## config.mk

```make
export PLATFORM = sky130hd
export DESIGN_NAME = if_stage_flat
export DESIGN_NICKNAME = d
export VERILOG_FILES = /design/src/rtl/mips_pkg.sv /design/src/rtl/if_stage_if.sv /design/src/rtl/if_next_pc.sv /design/src/rtl/if_stage.sv /design/src/flat_wrapper.sv
export SDC_FILE = /design/constraint.sdc
export NUM_CORES = 1
export LEC_CHECK = 0
export CORE_ASPECT_RATIO = 1.25
export CORE_MARGIN = 2
export CORE_UTILIZATION = 60
export CTS_BUF_LIST = sky130_fd_sc_hd__clkbuf_2 sky130_fd_sc_hd__clkbuf_4 sky130_fd_sc_hd__clkbuf_8
export CTS_CLUSTER_SIZE = 12
export DETAILED_ROUTE_END_ITERATION = 10
export GPL_ROUTABILITY_DRIVEN = 0
export PLACE_DENSITY = 0.89
export SLEW_MARGIN = 0
export SYNTH_ARGS = -nofsm -noshare
export SYNTH_HDL_FRONTEND = slang
export SYNTH_SLANG_ARGS = --single-unit
```

## constraint.sdc

```tcl
create_clock -name clk -period 6.1 [get_ports clk]
set_input_delay 0.915 -clock clk [delete_from_list [all_inputs] [get_ports clk]]
set_output_delay 0.915 -clock clk [all_outputs]
set_load 0.01 [all_outputs]
```

## src/rtl/mips_pkg.sv

```systemverilog
// Shared MIPS definitions: instruction width, primary opcodes and the
// fetch-stage state encoding.
package mips_pkg;

   localparam int INSTR_W = 32;

   localparam logic [5:0] OP_RTYPE = 6'h00;
   localparam logic [5:0] OP_J     = 6'h02;
   localparam logic [5:0] OP_BEQ   = 6'h04;
   localparam logic [5:0] OP_ORI   = 6'h0D;
   localparam logic [5:0] OP_LUI   = 6'h0F;
   localparam logic [5:0] OP_LW    = 6'h23;
   localparam logic [5:0] OP_SW    = 6'h2B;

   typedef enum logic [1:0] {
      S_IDLE = 2'd0,
      S_REQ  = 2'd1,
      S_HOLD = 2'd2,
      S_DROP = 2'd3
   } fetch_state_e;

   function automatic logic [5:0] opcode_of(input logic [INSTR_W-1:0] instr);
      return instr[31:26];
   endfunction

endpackage

```

## src/rtl/if_stage_if.sv

```systemverilog
// Instruction-memory request/ready bus between the fetch stage and memory.
interface if_stage_if #(
   parameter int ADDR_W = 32
);
   import mips_pkg::*;

   logic               imem_req;
   logic [ADDR_W-1:0]  imem_addr;
   logic               imem_ready;
   logic [INSTR_W-1:0] imem_rdata;

   modport master (
      output imem_req,
      output imem_addr,
      input  imem_ready,
      input  imem_rdata
   );

   modport slave (
      input  imem_req,
      input  imem_addr,
      output imem_ready,
      output imem_rdata
   );

endinterface

```

## src/rtl/if_next_pc.sv

```systemverilog
// Combinational next-PC logic: sequential PC+4, jump/branch targets and the
// redirect decision for the instruction currently held in IF/ID.
module if_next_pc #(
   parameter int ADDR_W = 32
) (
   input  logic [ADDR_W-1:0] pc_i,
   input  logic [ADDR_W-1:0] if_id_pc4_i,
   input  logic [25:0]       instr_idx_i,
   input  logic              if_id_valid_i,
   input  logic              jump_i,
   input  logic              branch_i,
   input  logic              zero_i,
   output logic [ADDR_W-1:0] pc_plus4_o,
   output logic [ADDR_W-1:0] target_o,
   output logic              redirect_o
);

   logic signed [ADDR_W-1:0] br_off;
   logic        [ADDR_W-1:0] br_tgt;
   logic        [ADDR_W-1:0] j_tgt;

   assign pc_plus4_o = pc_i + ADDR_W'(4);

   // Word offset sign-extended then scaled; the add wraps modulo 2^ADDR_W.
   assign br_off = $signed({{(ADDR_W-18){instr_idx_i[15]}}, instr_idx_i[15:0], 2'b00});
   assign br_tgt = if_id_pc4_i + $unsigned(br_off);
   assign j_tgt  = {if_id_pc4_i[ADDR_W-1:28], instr_idx_i, 2'b00};

   assign target_o   = jump_i ? j_tgt : br_tgt;
   assign redirect_o = if_id_valid_i & (jump_i | (branch_i & zero_i));

endmodule

```

## src/rtl/if_stage.sv

```systemverilog
// Instruction-fetch stage: PC register, request/ready fetch FSM with a hold
// buffer for stalls and a drop state for redirects mid-handshake, and IF/ID.
module if_stage
   import mips_pkg::*;
#(
   parameter int              ADDR_W   = 32,
   parameter logic [ADDR_W-1:0] PC_RESET = '0
) (
   input  logic               clk,
   input  logic               rstn,
   input  logic               stall,
   input  logic               flush,
   input  logic               branch,
   input  logic               zero,
   input  logic               jump,
   if_stage_if.master         imem,
   output logic               if_id_valid,
   output logic [INSTR_W-1:0] if_id_instr,
   output logic [ADDR_W-1:0]  if_id_pc4
);

   fetch_state_e       state_q, state_d;
   logic [ADDR_W-1:0]  pc_q, pc_d;
   logic [ADDR_W-1:0]  tgt_q;
   logic [INSTR_W-1:0] hold_q;
   logic               if_id_valid_q, if_id_valid_d;
   logic [INSTR_W-1:0] if_id_instr_q, if_id_instr_d;
   logic [ADDR_W-1:0]  if_id_pc4_q, if_id_pc4_d;

   logic               req;
   logic               load_new;
   logic [INSTR_W-1:0] new_instr;
   logic               hold_ld;
   logic               tgt_ld;
   logic [ADDR_W-1:0]  pc_plus4;
   logic [ADDR_W-1:0]  target;
   logic               redirect;

   if_next_pc #(.ADDR_W(ADDR_W)) u_next_pc (
      .pc_i          (pc_q),
      .if_id_pc4_i   (if_id_pc4_q),
      .instr_idx_i   (if_id_instr_q[25:0]),
      .if_id_valid_i (if_id_valid_q),
      .jump_i        (jump),
      .branch_i      (branch),
      .zero_i        (zero),
      .pc_plus4_o    (pc_plus4),
      .target_o      (target),
      .redirect_o    (redirect)
   );

   always_comb begin
      state_d   = state_q;
      pc_d      = pc_q;
      req       = 1'b0;
      load_new  = 1'b0;
      new_instr = hold_q;
      hold_ld   = 1'b0;
      tgt_ld    = 1'b0;
      case (state_q)
         S_IDLE: state_d = S_REQ;
         S_REQ: begin
            req = 1'b1;
            if (imem.imem_ready) begin
               if (redirect) begin
                  pc_d = target;
               end else if (!stall) begin
                  load_new  = 1'b1;
                  new_instr = imem.imem_rdata;
                  pc_d      = pc_plus4;
               end else begin
                  hold_ld = 1'b1;
                  state_d = S_HOLD;
               end
            end else if (redirect) begin
               // Address must stay put until the pending request completes.
               tgt_ld  = 1'b1;
               state_d = S_DROP;
            end
         end
         S_HOLD: begin
            if (redirect) begin
               pc_d    = target;
               state_d = S_REQ;
            end else if (!stall) begin
               load_new  = 1'b1;
               new_instr = hold_q;
               pc_d      = pc_plus4;
               state_d   = S_REQ;
            end
         end
         S_DROP: begin
            req = 1'b1;
            if (imem.imem_ready) begin
               pc_d    = tgt_q;
               state_d = S_REQ;
            end
         end
         default: state_d = S_IDLE;
      endcase
   end

   // Squash beats stall; only valid is cleared, payload fields keep their value.
   always_comb begin
      if_id_valid_d = if_id_valid_q;
      if_id_instr_d = if_id_instr_q;
      if_id_pc4_d   = if_id_pc4_q;
      if (redirect || flush) begin
         if_id_valid_d = 1'b0;
      end else if (!stall) begin
         if (load_new) begin
            if_id_valid_d = 1'b1;
            if_id_instr_d = new_instr;
            if_id_pc4_d   = pc_plus4;
         end else begin
            if_id_valid_d = 1'b0;
         end
      end
   end

   always_ff @(posedge clk or negedge rstn) begin
      if (!rstn) begin
         state_q       <= S_IDLE;
         pc_q          <= PC_RESET;
         if_id_valid_q <= 1'b0;
         if_id_instr_q <= '0;
         if_id_pc4_q   <= '0;
      end else begin
         state_q       <= state_d;
         pc_q          <= pc_d;
         if_id_valid_q <= if_id_valid_d;
         if_id_instr_q <= if_id_instr_d;
         if_id_pc4_q   <= if_id_pc4_d;
      end
   end

   always_ff @(posedge clk) begin
      if (hold_ld) hold_q <= imem.imem_rdata;
      if (tgt_ld)  tgt_q  <= target;
   end

   assign imem.imem_req  = req;
   assign imem.imem_addr = pc_q & ~ADDR_W'(3);
   assign if_id_valid    = if_id_valid_q;
   assign if_id_instr    = if_id_instr_q;
   assign if_id_pc4      = if_id_pc4_q;

endmodule

```

## src/flat_wrapper.sv

```systemverilog
// flat-port wrapper written by rule: the top's interface ports become plain ports
module if_stage_flat import mips_pkg::*;
#(
   parameter int              ADDR_W   = 32,
   parameter logic [ADDR_W-1:0] PC_RESET = '0
)
  (clk, rstn, stall, flush, branch, zero, jump, if_id_valid, if_id_instr, if_id_pc4, imem_imem_req, imem_imem_addr, imem_imem_ready, imem_imem_rdata);
  if_stage_if #(.ADDR_W(ADDR_W)) imem_i ();
  input  logic clk;
  input  logic rstn;
  input  logic stall;
  input  logic flush;
  input  logic branch;
  input  logic zero;
  input  logic jump;
  output logic if_id_valid;
  output logic [INSTR_W-1:0] if_id_instr;
  output logic [ADDR_W-1:0] if_id_pc4;
  output wire logic [$bits(imem_i.imem_req)-1:0] imem_imem_req;
  output wire logic [$bits(imem_i.imem_addr)-1:0] imem_imem_addr;
  input wire logic [$bits(imem_i.imem_ready)-1:0] imem_imem_ready;
  input wire logic [$bits(imem_i.imem_rdata)-1:0] imem_imem_rdata;
  assign imem_imem_req = imem_i.imem_req;
  assign imem_imem_addr = imem_i.imem_addr;
  assign imem_i.imem_ready = imem_imem_ready;
  assign imem_i.imem_rdata = imem_imem_rdata;
  if_stage #(.ADDR_W(ADDR_W), .PC_RESET(PC_RESET)) u_core (.clk(clk), .rstn(rstn), .stall(stall), .flush(flush), .branch(branch), .zero(zero), .jump(jump), .imem(imem_i), .if_id_valid(if_id_valid), .if_id_instr(if_id_instr), .if_id_pc4(if_id_pc4));
endmodule
```

# ---- After elaboration in Yosys (flattened, before gate mapping)
# Index checks and enable logic that the tools add are counted.
dict set report op_classes {
  n_addsub 2
  eq_ne 10
  mux 32
  bitwise 5
  reduce_logical 7
}
# cell n
set ops {}
lappend ops {{32-bit two-way mux} 8}
lappend ops {{32-bit one-hot mux with 3 select lines} 1}
lappend ops {{32-bit by 3-bit adder with 32-bit output (second input constant)} 1}
lappend ops {{32-bit adder} 1}
lappend ops {{1-bit two-way mux} 14}
lappend ops {{2-bit two-way mux} 7}
lappend ops {{3-bit by 2-bit inequality test with 1-bit output (second input constant)} 3}
lappend ops {{2-bit one-hot mux with 4 select lines} 1}
lappend ops {{3-bit AND reduction} 2}
lappend ops {{5-bit AND reduction} 1}
lappend ops {{2-bit == test (second input constant)} 2}
lappend ops {{2-bit inequality test (second input constant)} 2}
lappend ops {{3-bit inequality test (second input constant)} 1}
lappend ops {{3-bit nonzero test} 1}
lappend ops {{1-bit bitwise AND} 2}
lappend ops {{2-bit by 1-bit == test with 1-bit output (second input constant)} 1}
lappend ops {{2-bit logical NOT} 1}
lappend ops {{2-bit by 1-bit inequality test with 1-bit output (second input constant)} 1}
lappend ops {{1-bit inverter} 2}
lappend ops {{1-bit one-hot mux with 2 select lines} 1}
lappend ops {{2-bit OR reduction} 1}
lappend ops {{1-bit logical OR} 1}
lappend ops {{1-bit bitwise OR} 1}
dict set report totals {
  reg_bits 163
  in_bits 40
  output_inout_bits 98
  elab_cells 63
}

# ---- Logic depth before layout (Yosys ltp)
# Gate-level depths: netlist of the first run.
dict set report logic_depth {
  ltp_word 9
  depth_mapped 11
  ltp_nobuf 10
}

# ---- Hierarchy
# From an unflattened synthesis of the first run, not the netlist that was laid out.
dict set report unflattened {
  hier_cells 877
  hier_area_um2 9344.0
}
# mod n_inst cells_each area_per_inst_um2 seq_area_each_um2
set modules_own_cells {}
lappend modules_own_cells {if_stage 1 552 7071.8 4399.2}
lappend modules_own_cells {if_next_pc 1 325 2272.2 0.0}

# ---- Worst setup path after synthesis of the first run
# No wires, ideal clock.
dict set report synth_timing {
  path_type {input to register}
  startpoint {in jump}
  endpoint {reg u_core.tgt_q[0] (enable)}
  setup_time_ps 468
  arrival_ps 4066
  required_time_ps 5632
  path_slack_ps 1566
  path_stages 6
  path_buffers 3
  cell_sequence {buf_2 -> a21o_1 -> nand2_1 -> clkbuf_1 -> clkbuf_1 -> nor3b_1}
}
dict set report synth_between {
  elab_chain_len 5
}
# element line
set synth_lines {}
lappend synth_lines {{start, declared} flat_wrapper.sv:15} ;# input logic jump;
lappend synth_lines {{1-bit bitwise OR} if_next_pc.sv:30} ;# assign redirect_o = if_id_valid_i & (jump_i | (branch_i & zero_i));
lappend synth_lines {{1-bit bitwise AND} if_next_pc.sv:30}
lappend synth_lines {{1-bit two-way mux} if_stage.sv:75} ;# end else if (redirect) begin
lappend synth_lines {{1-bit two-way mux} if_stage.sv:64} ;# if (imem.imem_ready) begin
lappend synth_lines {{1-bit two-way mux} if_stage.sv:60} ;# case (state_q)
lappend synth_lines {{net u_core.tgt_ld} if_stage.sv:34} ;# logic tgt_ld;
lappend synth_lines {{end signal, assigned} if_stage.sv:139} ;# if (tgt_ld) tgt_q <= target;
lappend synth_lines {{end, declared} if_stage.sv:24} ;# logic [ADDR_W-1:0] tgt_q;
# The timed path passes the listed nets, and every way through them passes these cells.
# A chain may end at the register's enable or synchronous reset.

# ---- Final worst setup path of the first run
dict set report layout_timing {
  startpoint {in branch}
  endpoint {reg u_core.pc_q[29]}
}
dict set report layout_between {
  elab_chain_len 6
}
# element line
set layout_lines {}
lappend layout_lines {{start, declared} flat_wrapper.sv:13} ;# input logic branch;
lappend layout_lines {{1-bit bitwise AND (*)} if_next_pc.sv:30}
lappend layout_lines {{1-bit bitwise OR (*)} if_next_pc.sv:30}
lappend layout_lines {{1-bit bitwise AND (*)} if_next_pc.sv:30}
lappend layout_lines {{32-bit two-way mux (*)} if_stage.sv:65} ;# if (redirect) begin
lappend layout_lines {{32-bit two-way mux} if_stage.sv:64}
lappend layout_lines {{32-bit one-hot mux with 3 select lines (*)} if_stage.sv:60}
lappend layout_lines {{end signal, assigned} if_stage.sv:130} ;# pc_q <= pc_d;
lappend layout_lines {{end, declared} if_stage.sv:23} ;# logic [ADDR_W-1:0] pc_q, pc_d;
# Every way passes the cells marked *; elsewhere a longest branch is shown, timed or not. The select of a mux whose other input is x is not followed.

==> flow_summary.json, run 1 <==
{
  "status": "complete, no violations",
  "num_antenna_cells": 0,
  "firstDrtPassIters": 5,
  "critical_path_depth": 8,
  "hold_class": "in2async",
  "tightest_slew_ns": 1.13,
  "start_util": 0.610,
  "core-area_um2": 15400,
  "hpwl_um": 18300,
  "seq_area_um2": 4400,
  "max_freq_ghz": 0.261,
  "synth_warnings": 0,
  "cp-start-kind": "input port",
  "finalNetCount": 1149,
  "rsz0062_at_grt": "false",
  "postSynth.asyncResetShare": 0.607,
  "cts_setup_buffers": 0,
  "p_leak_nw": 4.26,
  "synthTopCellsByArea": "dfrtp_1 26%, edfxtp_1 20%, a21oi_1 5.9%",
  "drt_wl_total_um": 26100,
  "p_sw_frac": 0.467,
  "grt_max_degree": 72,
  "yosys.area.top_type": "dfrtp_1",
  "cts-root-buf": "clkbuf_8",
  "num-fill-cells": 1138,
  "crit_path_end": "u_core.pc_q[29]",
  "clock-sinks": 163,
  "clockBufferDepth": 2,
  "rr_worst_depth": 10,
  "placed_cells": 1267,
  "fp.dieW_um": 116,
  "intPower_mw": 3.85,
  "stdcell_count": 1299,
  "ys.flop_type": "dfrtp_1",
  "cp_top_family": "simple AND/OR/NAND/NOR gates",
  "finalSetupTns_ns": 0,
  "cp-startpoint": "branch",
  "worstPathCellList": "clkdlybuf4s50_1 > a21o_1 > and2_1 > nor2_1 > nand2_1 > nand2_1 > o22ai_1 > or3b_1",
  "p_per_area_nw_per_um2": 645,
  "r2r-start": "u_core.if_id_instr[0]",
  "die_area_um2": 16700,
  "clk_pin_slew_ns": 0.09,
  "place.port_buffers": 135,
  "hold_buffers": 0,
  "cts_made_buffers": 17,
  "fin_crit_ns": 3.84,
  "post_cts_resized": 0,
  "placed_area_um2": 10800,
  "fin_total_pwr_mw": 7.22,
  "detail_route.wl_per_cell_um": 20.1,
  "vdd_ir_drop_max_uv": 366,
  "ys_seq_elements": 163,
  "p_sw_mw": 3.37,
  "power.share.combinational": 0.608,
  "critPathRequiredTime_ns": 6.44,
  "drc": 0,
  "vias": 8254,
  "die_h_um": 144,
  "grt_pass1_wl_um": 41400,
  "critPathSlowestCell": "nor2_1",
  "hold_violations": 0,
  "area_growth_pct": 18.7,
  "endpoint_kind": "flip-flop",
  "final_common_cell": "clkdlybuf4s50_1",
  "final_max_slew_viol_count": 0,
  "htree_levels": 4,
  "insertion_delay_ns": 0.46,
  "layout_common_cells": "133 x clkdlybuf4s50_1, 112 x nor2_1, 110 x a21oi_1",
  "synth.distinct_cells": 78,
  "synthCells": 968,
  "synth_area_um2": 9420,
  "r2r-end": "u_core.tgt_q[28]",
  "reg2reg_setup_slack_ns": 2.45,
  "multi_input_area_um2": 4680,
  "syn_avg_cell_area_um2": 9.73,
  "grt-ovfl-total": 0,
  "cts_tree": "yes",
  "ant_nets": 0,
  "max_stage_delay_ns": 0.90,
  "vias_per_cell": 6.35,
  "drv_cap": 0,
  "path_buf_inv": 1,
  "post-route-period-util": 0.629,
  "layout-drive-gt1-share": 0.0727,
  "grt_pass1_vias": 7911,
  "crit_top_cell": "nand2_1",
  "finish.utilization": 0.724,
  "finalClockSkew_ns": 0.0188,
  "pwr-share-seq": 0.289,
  "arrival_ns": 4.18,
  "rows": 51,
  "antenna_found_initial": 0,
  "drt_iter0_drc": 913,
  "ios": 138,
  "design_area_um2": 11200,
  "synth-edff-count": 64,
  "grtUsageTotal": 0.323,
  "power_frac_clock": 0.103,
  "critPathKind": "in2reg",
  "worstPathMaxFanout": 28,
  "setup-violations-final": 0,
  "yosys.area.top_type_share": 0.263,
  "slew_headroom": 0.247,
  "ys_seq_area_frac": 0.467
}
-- Yosys cell counts, types with 3 or more instances --
cell type / n
nor2_1: 112
clkbuf_1: 27
and4_1: 6
nor2b_1: 7
nand3b_1: 3
o211ai_1: 11
o22ai_1: 6
a21o_1: 12
a32oi_1: 3
a21oi_1: 111
inv_1: 18
o21a_1: 7
o21bai_1: 6
buf_2: 21
a31oi_1: 8
a22oi_1: 3
a2bb2oi_1: 4
nand3_1: 25
a211oi_1: 8
xor2_1: 24
and3_1: 16
buf_4: 5
or3_1: 4
and2_1: 5
nand2_1: 87
o221ai_1: 6
xnor2_1: 28
mux2_2: 10
dfrtp_1: 99
o21ai_1: 3
nor4_1: 3
nor3_1: 15
nand4_1: 16
a221oi_1: 3
nor3b_1: 5
edfxtp_1: 64
ha_1: 34
mux2i_1: 38
o21ai_0: 57
-- how the worst min path moves through the flow --
stage,to,slack [ns],cells past startpoint
finish,u_core.pc_q[15],0.45,1
detailed placement,u_core.pc_q[0],0.48,2
floorplan,u_core.pc_q[0],0.45,2
global placement,u_core.pc_q[1],0.46,2
global route,u_core.pc_q[15],0.47,1
CTS,u_core.pc_q[11],0.46,1
-- worst reg2reg max path, delay by kind of cell, from the launching register on --
family	cells	cell delay [ns]
AO/OA/AOI/OAI	5	1.72
adder cells (fa/ha/maj)	2	0.70
flip-flops	1	0.44
multiplexers	1	0.27
XOR/XNOR	1	0.18
AND/OR/NAND/NOR	1	0.11
-- state kept, by name, indices dropped and copies added, names as in the netlist --
name	flops
u_core.state_q	2
u_core.pc_q	32
u_core.if_id_valid	1
u_core.if_id_pc4	32
u_core.hold_q	32
u_core.tgt_q	32
u_core.if_id_instr	32
-- stage by stage --
step                      hold WS, ns  worst slack [ns]
after CTS                       0.458              2.33
after global placement          0.456              1.97
final                           0.450              2.26
after global routing            0.471              2.14
after detailed placement        0.480              1.84
after floorplan                 0.449              1.57
-- final cells by class --
cell class	count	area share
Multi-Input combinational cell	731	0.419
Sequential cell	163	0.393
Timing Repair Buffer	143	0.126
Tap cell	212	0.0237
Clock buffer	19	0.0223
Clock inverter	13	0.0101
Inverter	18	0.00604
-- logic make-up (layout without fill, tap and decap cells) --
logic type / count (synthesis) / in the layout / share of synthesized area
AND/OR/NAND/NOR: 315 / 315 / 0.156
AO/OA/AOI/OAI: 279 / 279 / 0.191
flip-flops: 163 / 163 / 0.467
buffers and inverters: 75 / 193 / 0.0377
XOR/XNOR: 52 / 52 / 0.0484
multiplexers: 48 / 48 / 0.0523
adder cells (fa/ha/maj): 35 / 35 / 0.0473
other: 1 / 2 / 0.000398
-- routing by layer --
metal	vias to the layer above	track usage	wire, µm
met3	112	0.0641	1980
met4	0	0.171	1480
met5	-	0	0
met1	3977	0.409	9970
met2	419	0.524	12700
li1	3746	-	-
-- power groups by stage --
stage | combinational, mW | clock (mW) | sequential [mW]
finish | 4.39 | 0.743 | 2.08
global route | 4.78 | 0.791 | 2.13
CTS | 4.32 | 0.750 | 2.07
detailed placement | 4.28 | 0 | 2.08
global placement | 4.14 | 0 | 2.08
floorplan | 2.82 | 0 | 2.06
Note: power is estimated with default switching activity, not from simulation.
==> inputs of run 2 (changes only) <==
- CORE_UTILIZATION: 60 -> 57
- PLACE_DENSITY: 0.89 -> 0.85
- clock period: 6.1 -> 3.8 ns (I/O delays scaled with it)
==> flow_summary.json, run 2 (synthesized netlist as in run 1, its figures left out) <==
{
  "antenna_found_initial": 0,
  "fin_crit_ns": 3.42,
  "multi_input_area_um2": 4690,
  "max_freq_ghz": 0.292,
  "r2r-start": "u_core.if_id_instr[0]",
  "cts_setup_buffers": 0,
  "grt_pass1_vias": 8100,
  "rows": 52,
  "drc": 0,
  "worstPathMaxFanout": 4,
  "arrival_ns": 3.65,
  "ant_nets": 0,
  "rr_worst_depth": 10,
  "cts_tree": "yes",
  "seq_area_um2": 4400,
  "placed_cells": 1286,
  "hold_buffers": 0,
  "place.port_buffers": 135,
  "post-route-period-util": 0.900,
  "num-fill-cells": 1230,
  "cp-startpoint": "u_core.if_id_instr[0]",
  "reg2reg_setup_slack_ns": 0.38,
  "clockBufferDepth": 2,
  "clock-sinks": 163,
  "insertion_delay_ns": 0.47,
  "die_h_um": 148,
  "die_area_um2": 17600,
  "cp_top_family": "compound AO/OA/AOI/OAI gates",
  "finalSetupTns_ns": 0,
  "vias": 8182,
  "crit_top_cell": "a211oi_1",
  "cts_made_buffers": 17,
  "htree_levels": 4,
  "num_antenna_cells": 0,
  "core-area_um2": 16200,
  "cts-root-buf": "clkbuf_8",
  "hold_class": "in2async",
  "finalClockSkew_ns": 0.00966,
  "worstPathCellList": "ha_1 > fa_1 > a211oi_1 > o211ai_1 > a41oi_2 > nor4_1 > a211oi_1 > o21bai_1 > xor2_1 > mux2_2",
  "crit_path_end": "u_core.tgt_q[28]",
  "slew_headroom": 0.448,
  "critical_path_depth": 10,
  "layout-drive-gt1-share": 0.0853,
  "drv_cap": 0,
  "area_growth_pct": 20.5,
  "grt_pass1_wl_um": 41900,
  "max_stage_delay_ns": 0.43,
  "hpwl_um": 18900,
  "critPathRequiredTime_ns": 4.02,
  "setup-violations-final": 0,
  "endpoint_kind": "flip-flop",
  "vias_per_cell": 6.21,
  "p_per_area_nw_per_um2": 1040,
  "vdd_ir_drop_max_uv": 591,
  "final_common_cell": "clkdlybuf4s50_1",
  "grt_max_degree": 83,
  "drt_iter0_drc": 731,
  "post_cts_resized": 0,
  "fp.dieW_um": 119,
  "path_buf_inv": 0,
  "rsz0062_at_grt": "false",
  "grtUsageTotal": 0.305,
  "start_util": 0.581,
  "r2r-end": "u_core.tgt_q[28]",
  "critPathKind": "reg2reg",
  "p_leak_nw": 4.36,
  "tightest_slew_ns": 0.828,
  "finalNetCount": 1164,
  "status": "complete, no violations",
  "drt_wl_total_um": 26200,
  "ios": 138,
  "layout_common_cells": "133 x clkdlybuf4s50_1, 112 x nor2_1, 110 x a21oi_1",
  "final_max_slew_viol_count": 0,
  "grt-ovfl-total": 0,
  "cp-start-kind": "flip-flop",
  "clk_pin_slew_ns": 0.09,
  "firstDrtPassIters": 6,
  "detail_route.wl_per_cell_um": 19.8,
  "critPathSlowestCell": "fa_1",
  "hold_violations": 0,
  "stdcell_count": 1318
}
run 2: final cells by class:
type                    instances  area share
clock buffers                  18      0.0213
clock inverters                14      0.0136
inverters                      18     0.00595
multi-input cells             731       0.413
flip-flops and latches        163       0.388
well taps                     216      0.0238
repair buffers                158       0.135
run 2: worst min-delay path by stage:
stage	endpoint	slack (ns)	depth (start not counted)
after CTS	u_core.if_id_instr[19]	0.06	1
after global routing	u_core.if_id_instr[23]	0.08	1
after floorplan	u_core.if_id_instr[0]	0.27	0
after global placement	u_core.pc_q[1]	0.45	2
after detailed placement	u_core.pc_q[1]	0.48	2
final	u_core.if_id_pc4[25]	0.06	1
run 2: routing by layer:
metal	up-vias	GRT usage	share of wire
met5	-	0	0
met4	0	0.145	0.041
met3	75	0.0590	0.068
met2	402	0.515	0.49
met1	3920	0.378	0.40
li1	3785	-	-
run 2: stage by stage:
step	hold WS (ns)	utilization	total power, mW	area, µm²	setup WS [ns]
detailed placement	0.482	0.676	10.3	11000	0.501
global placement	0.453	0.676	10.1	11000	0.561
floorplan	0.274	-	7.83	9430	0.751
finish	0.0620	0.701	11.8	11400	0.378
global route	0.0827	0.701	12.5	11400	0.300
CTS	0.0649	0.701	11.6	11400	0.461
run 2: report_power, final:
group	switching (mW)	internal [mW]	leakage, nW
clock	0.699	0.599	0.189
combinational	3.95	3.19	2.46
sequential	0.803	2.52	1.72
